File: config.mk
export PLATFORM = sky130hd
export DESIGN_NAME = csa_batch_sched
export DESIGN_NICKNAME = d
export VERILOG_FILES = /design/src/rtl/csa_batch_sched.sv
export SDC_FILE = /design/constraint.sdc
export NUM_CORES = 1
export LEC_CHECK = 0
export ABC_AREA = 1
export CORE_UTILIZATION = 50
export CTS_BUF_LIST = sky130_fd_sc_hd__clkbuf_8
export DETAILED_ROUTE_END_ITERATION = 16
export GPL_TIMING_DRIVEN = 0
export PLACE_DENSITY_LB_ADDON = 0.25
export SYNTH_ARGS = -nofsm -noshare
export SYNTH_HDL_FRONTEND = slang
export SYNTH_SLANG_ARGS = --single-unit
File: constraint.sdc
create_clock -name clk -period 4.1 [get_ports clk]
set_clock_uncertainty 0.2 [all_clocks]
set_input_delay 1.23 -clock clk [delete_from_list [all_inputs] [get_ports clk]]
set_output_delay 1.23 -clock clk [all_outputs]
set_load 0.01 [all_outputs]
File: src/rtl/csa_batch_sched.sv
// csa_batch_sched: sequences an 8-input carry-save compressor over a stream of
// six-word beats, folding the registered (C,S) pair back in on every beat, and
// resolves the final redundant pair into a binary sum once the batch ends.
module csa_batch_sched #(
  parameter int WORD_W          = 20,
  parameter int BEATS_PER_BATCH = 6,
  parameter int CNT_W           = 8
) (
  input  logic                                      clk,
  input  logic                                      rst_n,
  input  logic                                      in_valid,
  output logic                                      in_ready,
  input  logic [BEATS_PER_BATCH-1:0][WORD_W-1:0]    in_words,
  input  logic                                      in_last,
  output logic                                      out_valid,
  input  logic                                      out_ready,
  output logic [WORD_W-1:0]                         out_c,
  output logic [WORD_W-1:0]                         out_s,
  output logic [WORD_W-1:0]                         out_sum,
  output logic [CNT_W-1:0]                          out_beats,
  output logic                                      busy
);

  // The compressor geometry is fixed; refuse to elaborate any other shape.
  if (WORD_W != 20) begin : g_bad_width
    $error("csa_batch_sched: WORD_W must be 20");
  end
  if (BEATS_PER_BATCH != 6) begin : g_bad_beats
    $error("csa_batch_sched: BEATS_PER_BATCH must be 6");
  end

  typedef enum logic [1:0] {
    IDLE    = 2'd0,
    ACCUM   = 2'd1,
    RESOLVE = 2'd2,
    DONE    = 2'd3
  } state_t;

  typedef logic [WORD_W-1:0] word_t;

  state_t            state;
  word_t             acc_c, acc_s;
  logic [CNT_W-1:0]  count;
  word_t             fb_c, fb_s;
  word_t             cmp_c, cmp_s;
  logic              accept;

  // 3:2 carry-save cell; carry is returned already weight-aligned (shifted left).
  function automatic void csa3(input word_t x, input word_t y, input word_t z,
                               output word_t s, output word_t c);
    word_t maj;
    s   = x ^ y ^ z;
    maj = (x & y) | (x & z) | (y & z);
    c   = {maj[WORD_W-2:0], 1'b0};
  endfunction

  // Eight-to-two compressor tree; feedback is forced to zero in IDLE so a new
  // batch never picks up the previous batch's accumulator.
  always_comb begin
    word_t s1, c1, s2, c2, s3, c3, s4, c4, s5, c5;
    fb_c = (state == IDLE) ? '0 : acc_c;
    fb_s = (state == IDLE) ? '0 : acc_s;
    csa3(in_words[0], in_words[1], in_words[2], s1, c1);
    csa3(in_words[3], in_words[4], in_words[5], s2, c2);
    csa3(fb_s, fb_c, s1, s3, c3);
    csa3(c1, s2, c2, s4, c4);
    csa3(s3, c3, s4, s5, c5);
    csa3(c4, s5, c5, cmp_s, cmp_c);
  end

  assign in_ready = (state == IDLE) || (state == ACCUM);
  assign busy     = (state != IDLE);
  assign accept   = in_valid && in_ready;

  // Batch sequencer: accumulate beats, resolve once, hold result until taken.
  always_ff @(posedge clk or negedge rst_n) begin
    if (!rst_n) begin
      state     <= IDLE;
      acc_c     <= '0;
      acc_s     <= '0;
      count     <= '0;
      out_c     <= '0;
      out_s     <= '0;
      out_sum   <= '0;
      out_beats <= '0;
      out_valid <= 1'b0;
    end else begin
      case (state)
        IDLE: begin
          if (accept) begin
            acc_c <= cmp_c;
            acc_s <= cmp_s;
            count <= CNT_W'(1);
            state <= in_last ? RESOLVE : ACCUM;
          end
        end
        ACCUM: begin
          if (accept) begin
            acc_c <= cmp_c;
            acc_s <= cmp_s;
            if (count != {CNT_W{1'b1}}) count <= count + 1'b1;
            if (in_last) state <= RESOLVE;
          end
        end
        RESOLVE: begin
          out_sum   <= acc_c + acc_s;
          out_c     <= acc_c;
          out_s     <= acc_s;
          out_beats <= count;
          out_valid <= 1'b1;
          state     <= DONE;
        end
        DONE: begin
          if (out_ready) begin
            out_valid <= 1'b0;
            acc_c     <= '0;
            acc_s     <= '0;
            count     <= '0;
            state     <= IDLE;
          end
        end
        default: state <= IDLE;
      endcase
    end
  end

endmodule

==> impl_summary.txt <==
----------------------------------------------------
[Setup path]
  WP data arrival ... 4.01 ns
  Type of element capturing the critical path ... flip-flop
  CP Launch Type ... input pin
  Critical path buffer and inverter count ... 4
  Number of cells on the worst reg-to-reg path ... 9
  Startpoint-to-endpoint class of the critical path ... input pin to flip-flop
  Setup slack, reg-to-reg ... 0.29 ns
  Critical path's most frequent cell ... fa_1
  Crit path max-delay cell type ... fa_1
  Peak fanout along the critical path ... 1
  Critical path's largest stage delay ... 0.59 ns
  Critical path required time ... 4.23 ns
  Terminus of the critical flop-to-flop path ... acc_s[9]
  Startpoint of the most critical register-to-register path ... state[0]
  Top cell family by delay on the critical path ... adder cells
  Critical-path cell list ... clkdlybuf4s50_1, inv_1, fa_1, inv_1, fa_1, inv_1, fa_1, fa_1, o22ai_2

[Min path]
  Endpoint with the worst hold slack ... out_c[16]
  Min-delay worst type ... flip-flop to flip-flop
  Cell count of the worst hold path ... 2
  Min-Delay Startpoint ... out_c[16]

[Yosys]
  XOR/XNOR Fraction of Synth Area ... 0.00905
  Cell types occupying the most area after synthesis ... dfrtp_1, fa_1, nand2_1
  Average cell area after synthesis ... 8.49 µm²
  Summed instance area of the synthesized netlist ... 8710 µm²
  Largest family of logic cells by synthesized area ... adder cells
  Synthesized-area fraction occupied by adder cells ... 0.288
  Post-synthesis instance total ... 1025
  Most area-hungry cell type in the Yosys netlist ... dfrtp_1
  Synth Area in Compound Gates ... 0.0690
  Post-synthesis register bit count ... 113
  Synth warn ... 0
  Fraction of the mapped netlist area in simple logic gates ... 0.182
  Proportion of synthesized chip area in sequential cells ... 0.325
  Area fraction of the dominant cell type after synthesis ... 0.325
  Multiplexer share of the synthesized area ... 0
  Library cells used by synthesis ... 43

[Timing]
  Tightest hold margin ... 0.271 ns
  Final cycle utilization of the critical path ... 0.947
  Final setup violation count ... 0
  Headroom to the max-slew limit ... 0.469
  Slew at the pin with the worst max-slew slack ... 0.796 ns
  Peak clock frequency supported by timing ... 258 MHz
  Unrepaired setup endpoints after global routing ... no
  Worst setup slack after layout ... 0.217 ns
  Time the worst path needs with I/O delays and setup ... 3.88 ns
  Final count of pins violating max slew ... 0
  Final hold viol count ... 0

[Clock network]
  Clock tree from TritonCTS ... built
  CTS H-Tree Depth ... 4
  Clock slew at reported path FFs ... 0.06 ns
  Maximum root-to-sink buffer count ... 2
  TritonCTS buffer count ... 17
  Hold Buf Count CTS ... 0
  Master cell of the clock root buffer ... clkbuf_8
  Sinks on Clock Net ... 113
  Insertion delay to the later sink of the worst-skew pair ... 0.45 ns

[Placed design]
  Number of port buffers ... 193
  HPWL after detailed placement ... 16700 µm
  Pre-CTS setup slack ... -0.269 ns
  Routability cong. ... 0.939

[Floorplanning]
  Number of standard-cell rows in the floorplan ... 47
  Vertical die dimension ... 134 µm
  Std-Cell Core Area ... 16800 µm²
  Effective utilization at floorplan ... 0.518
  Die area ... 17900 µm²
  Die boundary width ... 134 µm
  Number of placed I/O pins ... 196

[Global routing]
  Overall fraction of global-route tracks in use ... 0.251
  Pin count of the biggest net entering global routing ... 60
  Via count of the first global-routing pass ... 7406
  Leftover overflow at the end of global routing ... 0
  Number of antenna violations at the first check in global routing ... 0
  Global-route wire length before repair ... 34800 µm

[Final layout]
  Final net count ... 1498
  Share of layout cells above drive strength 1 ... 0.0537
  Antenna diode count ... 0
  Area added between synthesis and finish ... 29.7%
  End-of-flow core utilization ... 0.671

[Detailed routing]
  Number of search-and-repair iterations in the first detailed-routing pass ... 7
  Final Routed Wirelength ... 21000 µm
  Final antenna-violating net count ... 0
  Drt first-iter violations ... 357
  Via/cell ratio ... 4.93
  DRC Markers ... 0
  Total vias in the final route ... 7236
  DR WL/cell ... 14.3 µm

[Power]
  Standby leakage power ... 5.81 nW
  Maximum VDD drop ... 0.353 mV
  Areal power density over the cells ... 727 nW/µm²

[Run]
  Number of violations of the max-capacitance limit ... 0

[Run status]
  Status ... finished clean

----------------------------------------------------
==> cells by family (layout without fill, tap and decap cells) <==
logic type / count (synthesis) / in the layout
other: 1 / 2
flip-flops: 113 / 113
AO/OA/AOI/OAI: 106 / 106
buffers and inverters: 281 / 503
XOR/XNOR: 9 / 9
adder cells (fa/ha/maj): 135 / 135
AND/OR/NAND/NOR: 380 / 380
==> how the worst max path moves through the flow <==
stage,to,from,cells past startpoint,slack [ns]
after floorplan,acc_s[17],in_words[77],8,0.32
after global placement,acc_c[14],rst_n,1,-2.69
after detailed placement,acc_s[15],in_words[75],9,-0.27
after CTS,acc_s[17],state[0],11,0.19
after global routing,acc_s[4],state[0],9,0.09
final,acc_s[15],in_words[74],9,0.22
==> registers in the layout, indices dropped and copies added (netlist names) <==
signal,count
state,2
out_c,18
acc_c,18
out_sum,18
acc_s,20
out_valid,1
out_s,20
count,8
out_beats,8
==> worst min-delay path, stage by stage, from the launching register on <==
cell,delay (ns)
dfrtp_1,0.34
nand2_1,0.05
nand2_1,0.05
==> layout make-up <==
cell class | instances | area [µm²]
Multi-Input combinational cell | 632 | 4780
Tap cell | 220 | 275
Timing Repair Buffer | 194 | 1960
Clock inverter | 11 | 101
Fill cell | 1384 | 5530
Sequential cell | 113 | 2830
Inverter | 252 | 948
Clock buffer | 18 | 248
Buffer | 28 | 153
==> timing repair <==
item                                    4_1_cts  5_1_grt
buffers inserted                              0        0
gates resized for setup                       0        2
endpoints found under the setup margin        1        2
pin swaps                                     0        0
==> metal layers <==
| metal | up-vias | track usage | wire length [µm] |
|---|---|---|---|
| li1 | 3456 | - | - |
| met1 | 3521 | 0.322 | 8920 |
| met2 | 236 | 0.431 | 10500 |
| met3 | 23 | 0.0642 | 1450 |
| met4 | 0 | 0.0492 | 217 |
| met5 | - | 0 | 0 |
==> stage by stage <==
stage                     power [mW]  std cells  TNS (ns)  cell area, µm²
final                           8.20       1468         0           11300
after global routing            9.04       1468         0           11300
after CTS                       8.24       1468         0           11300
after detailed placement        7.23       1440     -5.73           10900
after global placement          7.02       1439   -308.08           10900
after floorplan                 5.31       1026         0            8710
==> power breakdown <==
group	internal, mW	total, mW	switching, mW
registers	1.59	1.96	0.362
logic	2.26	5.28	3.01
clock network	0.531	0.970	0.439
==> cells in the final DEF (no fill, tap or decap), types with 3 or more instances in the layout <==
cell,synthesis,final
or2_2,4,4
clkinv_2,0,6
inv_2,3,3
inv_1,247,250
xor2_1,3,3
o22ai_2,3,3
o22ai_1,5,5
ha_1,26,26
nand4_1,5,5
nand3b_1,10,10
clkbuf_8,0,18
clkbuf_1,13,12
buf_2,7,7
nor3_1,3,3
dfrtp_1,113,113
a21oi_1,17,17
nand2_1,292,292
nand2_2,4,4
nand3_1,33,33
nor2_1,22,22
xnor2_1,6,6
fa_1,109,109
clkdlybuf4s50_1,0,192
o21ai_0,62,62
o21ai_1,7,7
buf_4,6,7
==> cell usage after synthesis, drive strengths merged <==
library cell  number
a21boi             1
a21o               2
a21oi             17
a31oi              1
buf               16
clkbuf            13
clkinv             1
conb               1
dfrtp            113
fa               109
ha                26
inv              251
nand2            296
nand3             33
nand3b            10
nand4              6
nor2              25
nor3               3
nor3b              1
nor4               1
o211ai             1
o21ai             72
o21bai             2
o22ai              8
o2bb2ai            1
o31ai              1
or2                5
xnor2              6
xor2               3
Power figures use the tool's default switching activity.
